**src/rtl/wb_arb.sv**
```systemverilog
// Two-requester writeback arbiter for a 32-entry register file, with a one-cycle registered write port.
// Round-robin by default; define WB_ARB_FIXPRI_EN to make requester 0 win every tie.
module wb_arb #(
  parameter int unsigned XLEN = 32
) (
  input  logic            clk,
  input  logic            rst_n,
  input  logic            stall,
  input  logic            req0_valid,
  input  logic [4:0]      req0_rd,
  input  logic [XLEN-1:0] req0_data,
  output logic            req0_ready,
  input  logic            req1_valid,
  input  logic [4:0]      req1_rd,
  input  logic [XLEN-1:0] req1_data,
  output logic            req1_ready,
  output logic [31:0]     wr_en,
  output logic [XLEN-1:0] wr_data,
  output logic            wr_src,
  output logic            conflict
);

`ifndef WB_ARB_FIXPRI_EN
  typedef enum logic {
    PTR_REQ0 = 1'b0,
    PTR_REQ1 = 1'b1
  } rr_ptr_e;

  rr_ptr_e rr_ptr_q, rr_ptr_d;
`endif

  logic            grant0, grant1, transfer;
  logic [4:0]      sel_rd;
  logic [XLEN-1:0] sel_data;
  logic            sel_src;

  logic [31:0]     wr_en_q, wr_en_d;
  logic [XLEN-1:0] wr_data_q, wr_data_d;
  logic            wr_src_q, wr_src_d;
  logic            conflict_q, conflict_d;

  // Grants look only at stall, the valids and the pointer, never at rd/data.
  always_comb begin
    grant0 = 1'b0;
    grant1 = 1'b0;
    if (!stall) begin
      if (req0_valid && req1_valid) begin
`ifdef WB_ARB_FIXPRI_EN
        grant0 = 1'b1;
`else
        grant0 = (rr_ptr_q == PTR_REQ0);
        grant1 = (rr_ptr_q == PTR_REQ1);
`endif
      end else begin
        grant0 = req0_valid;
        grant1 = req1_valid;
      end
    end
  end

  assign req0_ready = grant0;
  assign req1_ready = grant1;
  assign transfer   = grant0 || grant1;

  always_comb begin
    sel_rd   = grant1 ? req1_rd   : req0_rd;
    sel_data = grant1 ? req1_data : req0_data;
    sel_src  = grant1;

    // Bit 0 is never written: an x0 destination leaves wr_en all-zero.
    wr_en_d = '0;
    for (int unsigned i = 1; i < 32; i++) begin
      wr_en_d[i] = transfer && (sel_rd == 5'(i));
    end

    wr_data_d  = transfer ? sel_data : wr_data_q;
    wr_src_d   = transfer ? sel_src  : wr_src_q;
    conflict_d = !stall && req0_valid && req1_valid;

`ifndef WB_ARB_FIXPRI_EN
    rr_ptr_d = rr_ptr_q;
    if (grant0) begin
      rr_ptr_d = PTR_REQ1;
    end else if (grant1) begin
      rr_ptr_d = PTR_REQ0;
    end
`endif
  end

  always_ff @(posedge clk or negedge rst_n) begin
    if (!rst_n) begin
      wr_en_q    <= '0;
      wr_data_q  <= '0;
      wr_src_q   <= 1'b0;
      conflict_q <= 1'b0;
`ifndef WB_ARB_FIXPRI_EN
      rr_ptr_q   <= PTR_REQ0;
`endif
    end else begin
      wr_en_q    <= wr_en_d;
      wr_data_q  <= wr_data_d;
      wr_src_q   <= wr_src_d;
      conflict_q <= conflict_d;
`ifndef WB_ARB_FIXPRI_EN
      rr_ptr_q   <= rr_ptr_d;
`endif
    end
  end

  assign wr_en    = wr_en_q;
  assign wr_data  = wr_data_q;
  assign wr_src   = wr_src_q;
  assign conflict = conflict_q;

endmodule

```
**config.mk**
```make
export PLATFORM = sky130hd
export DESIGN_NAME = wb_arb
export DESIGN_NICKNAME = d
export VERILOG_FILES = /design/src/rtl/wb_arb.sv
export SDC_FILE = /design/constraint.sdc
export NUM_CORES = 1
export LEC_CHECK = 0
export ABC_AREA = 1
export CORE_ASPECT_RATIO = 2
export CORE_MARGIN = 3
export CORE_UTILIZATION = 42
export CTS_CLUSTER_SIZE = 14
export DETAILED_ROUTE_END_ITERATION = 8
export GPL_ROUTABILITY_DRIVEN = 0
export PLACE_DENSITY = 0.83
export SLEW_MARGIN = 10
export SYNTH_ARGS = -nofsm -noshare
export SYNTH_HDL_FRONTEND = slang
export SYNTH_SLANG_ARGS = --single-unit
```
**constraint.sdc**
```tcl
create_clock -name clk -period 2.7 [get_ports clk]
set_clock_uncertainty 0.05 [all_clocks]
set_input_delay 0.54 -clock clk [delete_from_list [all_inputs] [get_ports clk]]
set_output_delay 0.54 -clock clk [all_outputs]
set_load 0.1 [all_outputs]
```
==> flow_summary.json, run 1 <==
{
  "dpl.hpwl_mm": 6.15,
  "synth_area_sq_um": 2790,
  "tightest_slew_ps": 534,
  "cts_setup_buffers": 0,
  "area_delta_synth_final_pct": 61.1,
  "die_h_um": 121,
  "synth.largest_area_cell": "dfrtp_1",
  "end_kind": "output port",
  "ir_drop_v": 0.000464,
  "post-route-min-period_ps": 2420,
  "status": "finished clean",
  "wl_per_cell_um": 15.5,
  "design.die.area_sq_um": 7710,
  "dr.pass1.iters": 6,
  "finalCritPeriodShare_pct": 89.5,
  "cts_max_level": 3,
  "cp.required_ps": 2110,
  "top_layer_used": "met4",
  "synth_fp_nets": 397,
  "dr_wl_met2_mm": 4.82,
  "hold_class": "in -> async",
  "clk_path_buf_depth": 2,
  "hold_viol_final": 0,
  "wl_met1_mm": 3.00,
  "p_per_area_nw_per_um2": 810,
  "drt-vias-per-instance": 4.87,
  "drive_gt1_share_pct": 21.2,
  "slew_viol_final": 0,
  "clk_latency_ps": 320,
  "cts_resized": 0,
  "ys_seq_area_share_pct": 59.2,
  "path_clk_slew_ps": 50,
  "overflow": 0,
  "drtIter0Drc": 140,
  "rows": 41,
  "setup-violations-final": 0,
  "cts_tree": "built",
  "root_buffer": "clkbuf_16",
  "diodes": 0,
  "synthDistinctLibCells": 20,
  "synth_cells": 318,
  "fmax_ghz": 0.414,
  "fin_nets": 541,
  "start_util_pct": 43.8,
  "crit_fanout": 23,
  "die_w_um": 63.6,
  "core_region_area_sq_um": 6360,
  "grt_pass1_vias": 2749,
  "ctsHoldBuffers": 0,
  "holdWs_ps": 143,
  "crit_type": "in -> out",
  "leakage_nw": 2.17,
  "num_vias": 2690,
  "routed-wl-met3_um": 365,
  "cap_violations": 0,
  "grt_setup_unrepaired": "no",
  "multi_input_area_sq_um": 996,
  "slew_headroom_pct": 64.4,
  "io_buffers": 145,
  "fill_cells": 532,
  "grt_first_pass_wirelength_mm": 13.3,
  "cp-start-kind": "primary input",
  "synth_top_cell_area_share_pct": 59.2,
  "grt_usage_pct": 22.7,
  "ant_nets": 0,
  "seq_area_sq_um": 1650,
  "yosysWarnings": 0,
  "arrival_ps": 1830,
  "synth-seq-cells": 66,
  "cts_buffers": 9,
  "grt_max_degree": 44,
  "synth_area_leaders": "dfrtp_1, nand2_1, nor2_1",
  "cts.sinks": 66,
  "wl_mm": 8.56,
  "syn_avg_cell_area_sq_um": 8.77,
  "drc": 0,
  "grt_antenna_before_repair": 0,
  "setup_tns_ps": 0,
  "io_pins": 147
}
## layer usage
layer / track usage (%) / up-vias
li1: - / 1293
met1: 22.6 / 1265
met2: 42.8 / 109
met3: 4.73 / 23
met4: 11.8 / 0
met5: 0 / -
## sequential cells by signal, indices dropped and copies added, names as in the netlist
signal	flops
wr_en	31
wr_src	1
conflict	1
rr_ptr_q	1
wr_data	32
## area by class of cell
cell class / count / area share (%)
multi-input cells: 224 / 22.2
well taps: 86 / 2.40
inverters: 11 / 0.919
flip-flops and latches: 66 / 36.8
clock inverters: 5 / 2.28
repair buffers: 150 / 30.1
clock buffers: 10 / 5.32
## through the flow
step / instances / total power [mW] / setup WS (ps) / cell area (sq um) / util (%)
floorplan: 318 / 1.98 / 578 / 2790 / -
global placement: 537 / 2.31 / 287 / 4150 / 65.2
detailed placement: 537 / 2.32 / 278 / 4150 / 65.2
CTS: 552 / 3.66 / 271 / 4490 / 70.6
global route: 552 / 3.76 / 194 / 4490 / 70.6
finish: 552 / 3.64 / 284 / 4490 / 70.6
## layout by cell type (no fill, tap or decap), drive strengths merged
cell type and instances:
or2 1, o21bai 1, bufinv 3, inv 10, nor2 73, buf 73, clkinvlp 1, conb 1
nand3b 2, clkdlybuf4s50 77, dfrtp 66, clkbuf 10, nand3 8, a21oi 1, a31oi 32, nand2 105
clkinv 2
## worst paths after layout
check | cells after the start | slack [ps] | from | end
max | 5 | 280 | stall | req1_ready
min | 1 | 140 | rst_n | wr_en[3]
max reg2reg | 7 | 950 | rr_ptr_q | wr_data[11]
min reg2reg | 2 | 480 | wr_src | wr_src
max in group asynchronous | 2 | 1850 | rst_n | wr_data[27]
min in group clk | 2 | 480 | wr_src | wr_src
## synthesized netlist by cell type
master and instances:
buf_4 2, nand2_2 3, o21bai_1 1, inv_2 2, nor2_8 1, buf_6 2
inv_1 8, or2_4 1, nor2_1 72, nand3_2 1, buf_2 13, conb_1 1
clkinv_1 1, nand2_4 2, nand2_1 100, dfrtp_1 66, nand3_1 7, nand3b_1 2
a21oi_1 1, a31oi_1 32
## where the power goes
group / internal, mW / total, mW / switching [mW]
registers: 1.08 / 1.12 / 0.0450
clock network: 0.919 / 1.33 / 0.412
logic: 0.293 / 1.19 / 0.893
total: 2.29 / 3.64 / 1.35
## logic make-up after synthesis
| family | share of synthesized area (%) |
|---|---|
| buffers and inverters | 5.16 |
| DFF | 59.2 |
| other | 0.135 |
| AOI/OAI and AO/OA | 7.63 |
| and+or+nand+nor | 27.8 |
## worst max-delay path, stage by stage
cell             delay (ps)
clkdlybuf4s50_1         590
nor2_8                   90
nand2_4                 220
clkinv_1                180
buf_12                  200
No activity file was read; power rests on OpenSTA's default activity.
==> run 2, diff against run 1 <==
--- a/config.mk
+++ b/config.mk
@@ -13,6 +13,7 @@
 export DETAILED_ROUTE_END_ITERATION = 8
 export GPL_ROUTABILITY_DRIVEN = 0
 export PLACE_DENSITY = 0.83
+export SKIP_CTS_REPAIR_TIMING = 1
 export SLEW_MARGIN = 10
 export SYNTH_ARGS = -nofsm -noshare
 export SYNTH_HDL_FRONTEND = slang
==> results of run 2 <==
Same layout as run 1: the final DEF is identical, and so are final timing and power.
